==> src/rtl/alu_pkg.sv <==
// Shared definitions for the ALU sharing arbiter: widths, opcodes and the
// arbiter FSM state encoding.
package alu_pkg;

   // Default datapath and opcode widths
   localparam int ALU_W   = 8;
   localparam int ALU_OPW = 3;

   // Opcodes understood by the downstream ALU top (passed through untouched)
   localparam logic [ALU_OPW-1:0] OP_ADD = 3'd0;
   localparam logic [ALU_OPW-1:0] OP_SUB = 3'd1;
   localparam logic [ALU_OPW-1:0] OP_AND = 3'd2;
   localparam logic [ALU_OPW-1:0] OP_OR  = 3'd3;
   localparam logic [ALU_OPW-1:0] OP_XOR = 3'd4;
   localparam logic [ALU_OPW-1:0] OP_NOT = 3'd5;
   localparam logic [ALU_OPW-1:0] OP_SHL = 3'd6;
   localparam logic [ALU_OPW-1:0] OP_SHR = 3'd7;

   // Arbiter FSM states
   typedef enum logic [1:0] {
      IDLE = 2'd0,
      EXEC = 2'd1,
      RESP = 2'd2
   } state_t;

endpackage : alu_pkg

==> src/rtl/alu_share_arbiter_rr_arb2.sv <==
// Two-way round-robin grant logic. Grants are combinational and only offered
// while enabled; the pointer moves away from the requester just served when
// that operation completes.
module rr_arb2 (
   input  logic       clk,
   input  logic       rst_n,
   input  logic [1:0] req,
   input  logic       en,
   input  logic       done,
   input  logic       done_id,
   output logic [1:0] grant,
   output logic       grant_id
);

   // Pointer names the requester favoured when both are asking
   logic ptr_reg;

   genvar gi;
   generate
      for (gi = 0; gi < 2; gi++) begin : g_grant
         // A requester wins if it asks alone, or if both ask and the pointer favours it
         assign grant[gi] = en && req[gi] && (!req[1-gi] || (ptr_reg == 1'(gi)));
      end
   endgenerate

   assign grant_id = grant[1];

   // Pointer update: after serving requester N, favour the other one
   always_ff @(posedge clk or negedge rst_n) begin
      if (!rst_n) begin
         ptr_reg <= 1'b0;
      end else if (done) begin
         ptr_reg <= ~done_id;
      end
   end

endmodule : rr_arb2

==> src/rtl/alu_share_arbiter.sv <==
// Shares one combinational ALU between two requesters with round-robin
// arbitration. Each operation is latched on grant, presented to the ALU for
// one cycle, and the registered result is returned with a valid/ready
// handshake tagged with the originating requester.
// Optional build macro ALU_SHARE_ARB_FLAGS_EN adds registered rsp_zero and
// rsp_par result flags.
module alu_share_arbiter
   import alu_pkg::*;
#(
   parameter int W   = ALU_W,
   parameter int OPW = ALU_OPW
) (
   input  logic           clk,
   input  logic           rst_n,
   input  logic           req0_valid,
   output logic           req0_ready,
   input  logic [W-1:0]   req0_A,
   input  logic [W-1:0]   req0_B,
   input  logic [OPW-1:0] req0_op,
   input  logic           req1_valid,
   output logic           req1_ready,
   input  logic [W-1:0]   req1_A,
   input  logic [W-1:0]   req1_B,
   input  logic [OPW-1:0] req1_op,
   output logic [W-1:0]   alu_A,
   output logic [W-1:0]   alu_B,
   output logic [OPW-1:0] alu_op,
   input  logic [W-1:0]   alu_Y,
   output logic           rsp_valid,
   input  logic           rsp_ready,
   output logic [W-1:0]   rsp_Y,
   output logic           rsp_id,
`ifdef ALU_SHARE_ARB_FLAGS_EN
   output logic           rsp_zero,
   output logic           rsp_par,
`endif
   output logic           busy
);

   state_t         state_reg;
   logic [W-1:0]   a_reg;
   logic [W-1:0]   b_reg;
   logic [OPW-1:0] op_reg;
   logic           id_reg;
   logic           rsp_valid_reg;
   logic [W-1:0]   rsp_y_reg;
   logic           rsp_id_reg;
   logic           busy_reg;
`ifdef ALU_SHARE_ARB_FLAGS_EN
   logic           rsp_zero_reg;
   logic           rsp_par_reg;
`endif

   logic [1:0]     req_vec;
   logic [1:0]     grant;
   logic           grant_id;
   logic           arb_en;
   logic           arb_done;

   assign req_vec  = {req1_valid, req0_valid};
   assign arb_en   = (state_reg == IDLE);
   assign arb_done = (state_reg == RESP) && rsp_ready;

   rr_arb2 u_rr_arb2 (
      .clk      (clk),
      .rst_n    (rst_n),
      .req      (req_vec),
      .en       (arb_en),
      .done     (arb_done),
      .done_id  (id_reg),
      .grant    (grant),
      .grant_id (grant_id)
   );

   assign req0_ready = grant[0];
   assign req1_ready = grant[1];

   // ALU inputs come straight from the latched operands: they only change on
   // a grant, so the ALU sees no toggling outside an operation.
   assign alu_A  = a_reg;
   assign alu_B  = b_reg;
   assign alu_op = op_reg;

   assign rsp_valid = rsp_valid_reg;
   assign rsp_Y     = rsp_y_reg;
   assign rsp_id    = rsp_id_reg;
   assign busy      = busy_reg;
`ifdef ALU_SHARE_ARB_FLAGS_EN
   assign rsp_zero  = rsp_zero_reg;
   assign rsp_par   = rsp_par_reg;
`endif

   // Operation sequencer: latch on grant, sample the ALU in EXEC, hold the
   // result in RESP until the consumer takes it.
   always_ff @(posedge clk or negedge rst_n) begin
      if (!rst_n) begin
         state_reg     <= IDLE;
         a_reg         <= '0;
         b_reg         <= '0;
         op_reg        <= '0;
         id_reg        <= 1'b0;
         rsp_valid_reg <= 1'b0;
         rsp_y_reg     <= '0;
         rsp_id_reg    <= 1'b0;
         busy_reg      <= 1'b0;
`ifdef ALU_SHARE_ARB_FLAGS_EN
         rsp_zero_reg  <= 1'b0;
         rsp_par_reg   <= 1'b0;
`endif
      end else begin
         case (state_reg)
            IDLE: begin
               if (|grant) begin
                  a_reg     <= grant_id ? req1_A  : req0_A;
                  b_reg     <= grant_id ? req1_B  : req0_B;
                  op_reg    <= grant_id ? req1_op : req0_op;
                  id_reg    <= grant_id;
                  busy_reg  <= 1'b1;
                  state_reg <= EXEC;
               end
            end
            EXEC: begin
               rsp_y_reg     <= alu_Y;
               rsp_id_reg    <= id_reg;
               rsp_valid_reg <= 1'b1;
`ifdef ALU_SHARE_ARB_FLAGS_EN
               rsp_zero_reg  <= (alu_Y == '0);
               rsp_par_reg   <= ^alu_Y;
`endif
               state_reg     <= RESP;
            end
            RESP: begin
               // Result and id stay put until the consumer accepts them
               if (rsp_ready) begin
                  rsp_valid_reg <= 1'b0;
                  busy_reg      <= 1'b0;
                  state_reg     <= IDLE;
               end
            end
            default: begin
               rsp_valid_reg <= 1'b0;
               busy_reg      <= 1'b0;
               state_reg     <= IDLE;
            end
         endcase
      end
   end

endmodule : alu_share_arbiter

==> config.mk <==
export PLATFORM = sky130hd
export DESIGN_NAME = alu_share_arbiter
export DESIGN_NICKNAME = d
export VERILOG_FILES = /design/src/rtl/alu_pkg.sv /design/src/rtl/alu_share_arbiter_rr_arb2.sv /design/src/rtl/alu_share_arbiter.sv
export SDC_FILE = /design/constraint.sdc
export NUM_CORES = 1
export LEC_CHECK = 0
export ABC_CLOCK_PERIOD_IN_PS = 2400
export BUFFER_PORTS_ARGS = -buffer_cell sky130_fd_sc_hd__buf_4
export CAP_MARGIN = 40
export CORE_MARGIN = 2
export CORE_UTILIZATION = 45
export DETAILED_ROUTE_END_ITERATION = 8
export PLACE_DENSITY = 0.79
export SKIP_CTS_REPAIR_TIMING = 1
export SKIP_LAST_GASP = 1
export SLEW_MARGIN = 20
export SYNTH_ARGS = -nofsm -noshare
export SYNTH_HDL_FRONTEND = slang
export SYNTH_HIERARCHICAL = 1
export SYNTH_SLANG_ARGS = --single-unit
==> constraint.sdc <==
create_clock -name clk -period 2.4 [get_ports clk]
set_clock_uncertainty 0.15 [all_clocks]
set_input_delay 0.36 -clock clk [delete_from_list [all_inputs] [get_ports clk]]
set_output_delay 0.36 -clock clk [all_outputs]
set_load 0.05 [all_outputs]
==> results of run 1 <==
[synthesized netlist by cell type, drive strengths merged]
cell type,number
mux2,48
dfrtp,34
buf,6
o21a,3
a21oi,2
nand2,2
and3b,1
inv,1
mux2i,1
nor2,1
nor2b,1
nor3b,1
o21ai,1
or2,1
[final cells by class]
| type | instances | share of cell area (%) |
|---|---|---|
| clock buffers | 5 | 1.60 |
| clock inverters | 3 | 1.70 |
| repair buffers | 86 | 27.6 |
| well taps | 46 | 2.45 |
| inverters | 1 | 0.160 |
| flip-flops and latches | 34 | 36.2 |
| multi-input cells | 62 | 30.4 |
[cells in the final DEF (no fill, tap or decap), drive strengths merged, types with 2 or more instances in the layout]
cell    netlist  layout
nand2         2       2
dfrtp        34      34
clkinv        0       2
clkbuf        0       5
o21a          3       3
a21oi         2       2
mux2         48      48
buf           6      85
[final timing paths]
path | cells after the start | startpoint | to | slack [ns]
max | 5 | state_reg[1] | req1_ready | 0.24
min | 2 | alu_Y[0] | rsp_Y[0] | 0.11
max reg2reg | 6 | state_reg[1] | alu_A[6] | 0.42
min reg2reg | 1 | id_reg | u_rr_arb2/ptr_reg | 0.36
max in group asynchronous | 2 | rst_n | alu_B[1] | 1.44
min in group asynchronous | 2 | rst_n | rsp_Y[5] | 0.36
[kinds of logic after synthesis]
kind of cell,after synthesis
muxes,49
AOI/OAI and AO/OA,6
DFF,34
and+or+nand+nor,7
buffers and inverters,7
[worst max-delay path, delay by kind of cell, from the launching register on]
| family | cells | cell delay (ns) |
|---|---|---|
| AO/OA/AOI/OAI | 1 | 0.17 |
| buffers and inverters | 2 | 0.47 |
| flip-flops | 1 | 0.43 |
| AND/OR/NAND/NOR | 2 | 0.26 |
[per-stage QoR]
step	area, sq um	setup slack [ns]	utilization (%)
floorplan	1630	0.334	-
global placement	2260	0.519	66.1
detailed placement	2260	0.430	66.1
CTS	2330	0.226	68.4
global route	2350	0.0790	68.9
finish	2350	0.240	68.9
[where the power goes]
| part | internal (W) | switching (W) | leakage, nW | total [W] |
|---|---|---|---|---|
| clock | 0.000216 | 0.000183 | 0.0450 | 0.000399 |
| sequential | 0.000875 | 0.000182 | 0.402 | 0.00106 |
| combinational | 0.00108 | 0.00147 | 0.706 | 0.00255 |
[per-layer routing]
layer	up-vias	global-route usage [%]	part of all wire (%)
li1	541	-	-
met1	567	20.2	39
met2	46	30.7	54
met3	0	5.63	7.5
met4	0	7.18	0
met5	-	0	0
==> summary.md, run 1 <==
| Metric | Value |
|---|---|
| Syn-to-layout area delta | `44.4%` |
| Synth cell types | `18` |
| Tightest Hold Check Type | `in -> reg` |
| Mux share of post-synthesis cell area | `37.9%` |
| Worst Path Max Fanout | `11` |
| XOR/XNOR Fraction of Synth Area | `0%` |
| Synth Cell Area | `1630 sq um` |
| Reg clk slew, reported paths | `0.10 ns` |
| Hold Fails Final Rpt | `0` |
| Fin crit period | `2.16 ns` |
| Fmax | `463 MHz` |
| Placer Congestion | `0.749` |
| Overall power | `0.00401 W` |
| ANT cells | `0` |
| Highest-delay cell along the critical path | `dfrtp_1` |
| Fin Setup TNS | `0 ns` |
| Clock Latency Late Sink | `0.32 ns` |
| Placed insts | `227` |
| Clock sinks | `34` |
| Drt via density | `4.87` |
| Clk root buf | `clkbuf_4` |
| Slew headroom | `72.1%` |
| DRT antenna net count | `0` |
| Total wire length | `3410 microns` |
| Critical path data required time | `1.89 ns` |
| Ys Warns | `6` |
| Area share of and/or/nand/nor cells after synthesis | `2.69%` |
| Finish-stage setup viols | `0` |
| # rows | `21` |
| Status | `finished, final reports clean` |
| Hold slack | `0.113 ns` |
| H-tree levels | `2` |
| WL per Instance | `14.4 microns` |
| Antenna violations before repair | `0` |
| FF+latch count, synth | `34` |
| Slew @ Worst Pin | `0.418 ns` |
| Syn_nets | `154` |
| Setup Crit Path Kind | `reg -> out` |
| DP HPWL | `2620 microns` |
| CTS tree | `done` |
| Final Cycle Share | `90.0%` |
| Pin count of the biggest net entering global routing | `35` |
| Finished Layout Cells | `237` |
| PwrDens | `1700 nW/um^2` |
| I/O pin total | `83` |
| Vias in the first global route | `1,205` |
| First-pass GRT wire length | `5430 microns` |
| Peak supply drop | `0.770 mV` |
| Die area | `4120 sq um` |
| Buffers on Ports | `82` |
| Num CTS Buffers | `5` |
| Area of the multi-input gates | `714 sq um` |
| Gr usage total | `17.7%` |
| CP Cell Sequence | `nor2_2, nand2_1, a21oi_2, buf_4, buf_4` |
| FF/Latch Area | `851 sq um` |
| Layout cells sized above 1 | `77.0%` |
| Nets | `241` |
| TritonRoute pass-1 iters | `3` |
| Core box area | `3420 sq um` |
| RSZ-0062 raised after global routing | `false` |
| Max stage delay on crit path | `0.43 ns` |
| Total grt overflow | `0` |
| Iteration-0 DRC Markers | `35` |
| Vias | `1,154` |
| Sequential fraction of the synthesis area | `52.2%` |
| # Max-Cap Violations | `0` |
| Arr. time, crit path | `1.65 ns` |
| Fin. max-slew vios | `0` |
| Post-synthesis adder-cell area fraction | `0%` |
| Drc violations | `0` |
| Clk buf depth | `2` |
| Complex-gate fraction of the synthesized area | `2.76%` |
| Die Span Y | `64.2 microns` |
| Initial Utilization | `47.7%` |
| Most used cell, CP | `buf_4` |
| Mean post-synth cell area | `15.8 sq um` |
| Post-Synthesis Cells | `103` |
| Pleak | `1.15 nW` |
| Worst Setup Start Kind | `register` |
| Die W | `64.2 microns` |
| Dominant combinational cell family by area after synthesis | `multiplexers` |
| Top-area cell type share of the netlist area | `52.2%` |
| Number of fill cells | `250` |
| Worst setup EP type | `primary output` |
| Top cells by area, synth | `dfrtp_1 (52%), mux2_2 (21%), mux2_4 (17%), buf_12 (2.5%), buf_4 (1.4%)` |
| Synth area leader | `dfrtp_1` |
Note: power is estimated with default switching activity, not from simulation.
==> inputs of run 2 (changes only) <==
Settings changed: CORE_MARGIN 2 to 3.
==> summary.md, run 2 (synthesis results as in run 1) <==
| Metric | Value |
|---|---|
| Status | `finished, final reports clean` |
| Critical path data required time | `2.47 ns (+0.58 ns)` |
| Slew headroom | `71.9% (-0.24 points)` |
| ANT cells | `0 (unchanged)` |
| CTS tree | `done` |
| Worst setup EP type | `register` |
| DRT antenna net count | `0 (unchanged)` |
| Core box area | `3420 sq um (unchanged)` |
| Vias | `1,151 (-0.26%)` |
| Vias in the first global route | `1,174 (-2.6%)` |
| Clk buf depth | `2 (unchanged)` |
| TritonRoute pass-1 iters | `4 (+1)` |
| Finished Layout Cells | `237 (unchanged)` |
| Die area | `4380 sq um (+6.3%)` |
| Pin count of the biggest net entering global routing | `35 (unchanged)` |
| Slew @ Worst Pin | `0.422 ns (+0.00353 ns)` |
| Die Span Y | `66.2 microns (+3.1%)` |
| Clk root buf | `clkbuf_4` |
| Total grt overflow | `0 (unchanged)` |
| Leading cell type in the layout, fill and taps excluded | `buf_4` |
| Die W | `66.2 microns (+3.1%)` |
| Arr. time, crit path | `2.21 ns (+0.56 ns)` |
| DP HPWL | `2630 microns (+0.47%)` |
| Drc violations | `0 (unchanged)` |
| Clock Latency Late Sink | `0.33 ns (about the same)` |
| Hold Fails Final Rpt | `0 (unchanged)` |
| H-tree levels | `2 (unchanged)` |
| Reg clk slew, reported paths | `0.10 ns (about the same)` |
| End-of-flow core utilization | `68.8% (-0.073 points)` |
| Layout cells sized above 1 | `75.9% (-1.0 points)` |
| Antenna violations before repair | `0 (unchanged)` |
| PwrDens | `1700 nW/um^2 (about the same)` |
| RSZ-0062 raised after global routing | `false` |
| First-pass GRT wire length | `5420 microns (-0.13%)` |
| Drt via density | `4.86 (-0.26%)` |
| Initial Utilization | `47.7% (unchanged)` |
| Buffers on Ports | `82 (unchanged)` |
| Setup Crit Path Kind | `reg -> reg` |
| Worst Setup Slack, final | `0.261 ns (+0.0209 ns)` |
| Fin crit period | `2.14 ns (-0.0209 ns)` |
| Clock sinks | `34 (unchanged)` |
| Fin Setup TNS | `0 ns (unchanged)` |
| Finish-stage setup viols | `0 (unchanged)` |
| Final Cycle Share | `89.1% (-0.87 points)` |
| Placed insts | `227 (unchanged)` |
| Worst slack at placement | `0.261 ns (-0.169 ns)` |
| Pleak | `1.15 nW (-0.51%)` |
| Nets | `241 (unchanged)` |
| Peak supply drop | `0.847 mV (+10%)` |
| # rows | `21 (unchanged)` |
| Total wire length | `3460 microns (+1.4%)` |
| I/O pin total | `83 (unchanged)` |
| Fmax | `468 MHz (+0.98%)` |
| # Max-Cap Violations | `0 (unchanged)` |
| Number of fill cells | `269 (+7.6%)` |
| Fin. max-slew vios | `0 (unchanged)` |
| Placer Congestion | `0.685 (-8.5%)` |
| Tightest Hold Check Type | `in -> reg` |
| Worst Setup Start Kind | `register` |
| WL per Instance | `14.6 microns (+1.4%)` |
| Gr usage total | `16.7% (-1.0 points)` |
| Syn-to-layout area delta | `44.2%` |
| Most frequent cells in the layout | `buf_4 (84), dfrtp_1 (34), mux2_2 (30), mux2_4 (18), clkbuf_4 (6)` |
| Num CTS Buffers | `5 (unchanged)` |
| Worst Path Max Fanout | `10 (-1)` |
| Iteration-0 DRC Markers | `25 (-29%)` |
-- run 2: critical path, cell delays in order (launching register included) --
cell     delay (ns)
dfrtp_1        0.44
nor2_2         0.18
nand2_1        0.09
a21oi_2        0.29
buf_4          0.26
mux2_2         0.35
mux2_4         0.26
-- run 2: worst paths after layout --
kind / cells after the start / to / slack, ns / startpoint
hold reg to reg: 1 / u_rr_arb2/ptr_reg / 0.35 / id_reg
max in group asynchronous: 2 / rsp_Y[5] / 1.45 / rst_n
setup reg to reg: 6 / alu_op[2] / 0.26 / state_reg[1]
min in group asynchronous: 2 / alu_B[1] / 0.36 / rst_n
hold / removal: 2 / rsp_Y[2] / 0.11 / alu_Y[2]
setup / recovery: 6 / alu_op[2] / 0.26 / state_reg[1]
-- run 2: stage by stage --
stage / area, sq um / power (W) / hold slack, ns
after floorplan: 1630 / 0.00304 / -0.0856
after global placement: 2260 / 0.00357 / 0.171
after detailed placement: 2260 / 0.00363 / 0.175
after CTS: 2330 / 0.00403 / -0.189
after global routing: 2350 / 0.00420 / 0.0869
final: 2350 / 0.00400 / 0.110
-- run 2: layout make-up --
class / instances / area [sq um] / share of cell area (%)
Sequential cell: 34 / 851 / 36.2
Timing Repair Buffer: 86 / 648 / 27.6
Inverter: 1 / 3.75 / 0.160
Multi-Input combinational cell: 62 / 714 / 30.4
Clock buffer: 7 / 45.0 / 1.92
Tap cell: 46 / 57.6 / 2.45
Clock inverter: 1 / 30.0 / 1.28
-- run 2: where the power goes --
group | leakage [nW] | switching, W | total, W | internal, W
combinational | 0.706 | 0.00147 | 0.00255 | 0.00108
sequential | 0.402 | 0.000178 | 0.00105 | 0.000875
clock | 0.0395 | 0.000177 | 0.000398 | 0.000221
total | 1.15 | 0.00183 | 0.00400 | 0.00217
-- run 2: layer usage --
metal | global-route usage (%) | wire (microns) | share of wire, %
met2 | 29.1 | 1740 | 50
met3 | 4.59 | 289 | 8.4
met5 | 0 | 0 | 0
met4 | 6.09 | 51 | 1.5
met1 | 19.5 | 1380 | 40
==> inputs of run 3 (changes only) <==
Settings changed: ABC_CLOCK_PERIOD_IN_PS 2400 to 2000.
Clock period 2.4 ns to 2 ns, I/O delays scaled along.
==> summary.md, run 3 (synthesis results as in run 1) <==
| Metric | Value |
|---|---|
| Status | `finished, final reports clean` |
| Setup Crit Path Kind | `reg -> reg` |
| Slew @ Worst Pin | `0.422 ns (+0.000193 ns)` |
| Highest-delay cell along the critical path | `dfrtp_2` |
| PwrDens | `2020 nW/um^2 (+19%)` |
| Worst Setup Start Kind | `register` |
| Worst reg2reg endpoint | `alu_B[5]` |
| Die area | `4380 sq um (unchanged)` |
| TritonRoute pass-1 iters | `2 (-2)` |
| I/O pin total | `83 (unchanged)` |
| Worst R2R Start | `state_reg[1]` |
| Clock Latency Late Sink | `0.33 ns (about the same)` |
| DRT antenna net count | `0 (unchanged)` |
| Hold depth | `2 (unchanged)` |
| H-tree levels | `2 (unchanged)` |
| Finish-stage setup viols | `0 (unchanged)` |
| Max stage delay on crit path | `0.45 ns (about the same)` |
| ANT cells | `0 (unchanged)` |
| Total wire length | `3640 microns (+5.2%)` |
| CP Cell Sequence | `nor2_4, nand2_1, a21oi_2, buf_6, buf_12, mux2_2, mux2_4` |
| First-pass GRT wire length | `5570 microns (+2.7%)` |
| Fin crit period | `1.92 ns (-0.215 ns)` |
| Critical Path Sink | `alu_B[5]` |
| Pin count of the biggest net entering global routing | `35 (unchanged)` |
| Drc violations | `0 (unchanged)` |
| Hold wc startpoint | `alu_Y[7]` |
| Clk buf depth | `2 (unchanged)` |
| Iteration-0 DRC Markers | `38 (+52%)` |
| Hold Fails Final Rpt | `0 (unchanged)` |
| FF-to-FF setup slack | `0.08 ns (-0.19 ns)` |
| Peak supply drop | `1.23 mV (+45%)` |
| Initial Utilization | `47.7% (unchanged)` |
| Vias in the first global route | `1,203 (+2.5%)` |
| Fmax | `520 MHz (+11%)` |
| Worst setup EP type | `register` |
| CTS tree | `done` |
| Die W | `66.2 microns (unchanged)` |
| Total grt overflow | `0 (unchanged)` |
| Antenna violations before repair | `0 (unchanged)` |
| Syn-to-layout area delta | `48.2%` |
| Overall power | `0.00489 W (+22%)` |
| Drt via density | `4.93 (+1.5%)` |
| Finished Layout Cells | `243 (+2.5%)` |
| Slew headroom | `71.9% (about the same)` |
| Layout cells sized above 1 | `77.7% (+1.7 points)` |
| Worst Path Max Fanout | `6 (-4)` |
| Reg clk slew, reported paths | `0.10 ns (about the same)` |
| Clk root buf | `clkbuf_4` |
| # rows | `21 (unchanged)` |
| Buffers on Ports | `82 (unchanged)` |
| Die Span Y | `66.2 microns (unchanged)` |
| DP HPWL | `2710 microns (+3.2%)` |
| Placer Congestion | `0.682 (-0.48%)` |
| Num CTS Buffers | `5 (unchanged)` |
| WL per Instance | `15.0 microns (+2.6%)` |
| Vias | `1,198 (+4.1%)` |
| Fin. max-slew vios | `0 (unchanged)` |
| # Max-Cap Violations | `0 (unchanged)` |
| Clock sinks | `34 (unchanged)` |
| Path depth of the worst reg2reg path | `7 (+1)` |
| Most frequent cells in the layout | `buf_4 (88), dfrtp_1 (33), mux2_2 (30), mux2_4 (18), clkbuf_4 (5)` |
| Arr. time, crit path | `2.00 ns (-0.21 ns)` |
| Tightest Hold Check Type | `in -> reg` |
| Gr usage total | `17.4% (+0.63 points)` |
| Worst Setup SP | `state_reg[1]` |
| Pleak | `1.18 nW (+2.9%)` |
| Critical path data required time | `2.08 ns (-0.39 ns)` |
| Core box area | `3420 sq um (unchanged)` |
| Final Cycle Share | `96.2% (+7.1 points)` |
| Nets | `247 (+2.5%)` |
| Placed insts | `229 (+0.88%)` |
| Leading cell type in the layout, fill and taps excluded | `buf_4` |
-- run 3: cell types whose count changed in the layout (fill, tap and decap cells not counted), sizes merged --
cell and change:
clkbuf -1, clkinv +1, bufinv -1, buf +7
-- run 3: worst min path at each step --
stage | slack (ns) | to
4_1_cts | -0.26 | busy
3_3_place_gp | 0.11 | alu_B[6]
6_report | 0.05 | rsp_Y[7]
5_1_grt | 0.02 | rsp_Y[1]
2_1_floorplan | -0.15 | alu_A[0]
3_5_place_dp | 0.11 | alu_B[6]
-- run 3: metal layers --
metal | routed length, microns | part of all wire (%) | vias to the layer above | global-route usage, %
li1 | - | - | 549 | -
met1 | 1430 | 39 | 577 | 20.2
met2 | 1750 | 48 | 64 | 28.0
met3 | 387 | 11 | 8 | 7.14
met4 | 75 | 2.1 | 0 | 7.36
met5 | 0 | 0 | - | 0
-- run 3: through the flow --
step | setup TNS [ns] | cell area (sq um) | hold slack (ns) | setup slack (ns) | utilization [%]
finish | 0 | 2410 | 0.0474 | 0.0758 | 70.7
detailed placement | 0 | 2280 | 0.115 | 0.0376 | 66.7
global placement | 0 | 2280 | 0.114 | 0.112 | 66.7
CTS | -0.125 | 2340 | -0.259 | -0.125 | 68.5
global route | -0.00190 | 2410 | 0.0217 | -0.00190 | 70.7
floorplan | 0 | 1640 | -0.146 | 0.0873 | -
-- run 3: worst max-delay path: cells and delay by family (launching register included) --
kind	cells	cell delay [ns]
AO/OA/AOI/OAI	1	0.18
flip-flops	1	0.45
AND/OR/NAND/NOR	2	0.17
multiplexers	2	0.59
buffers and inverters	2	0.27
-- run 3: cell type report --
cell class,instances,area (sq um)
fill,252,1000
clock buffer,7,55.1
sequential,34,852
multi-input combinational,62,727
tap,46,57.6
inverter,1,3.75
timing repair buffer,92,713
clock inverter,1,5.00
-- run 3: where the power goes --
part           total (W)  switching, W  internal (W)
Clock           0.000391      0.000221      0.000170
Sequential       0.00128      0.000225       0.00105
Combinational    0.00322       0.00181       0.00141
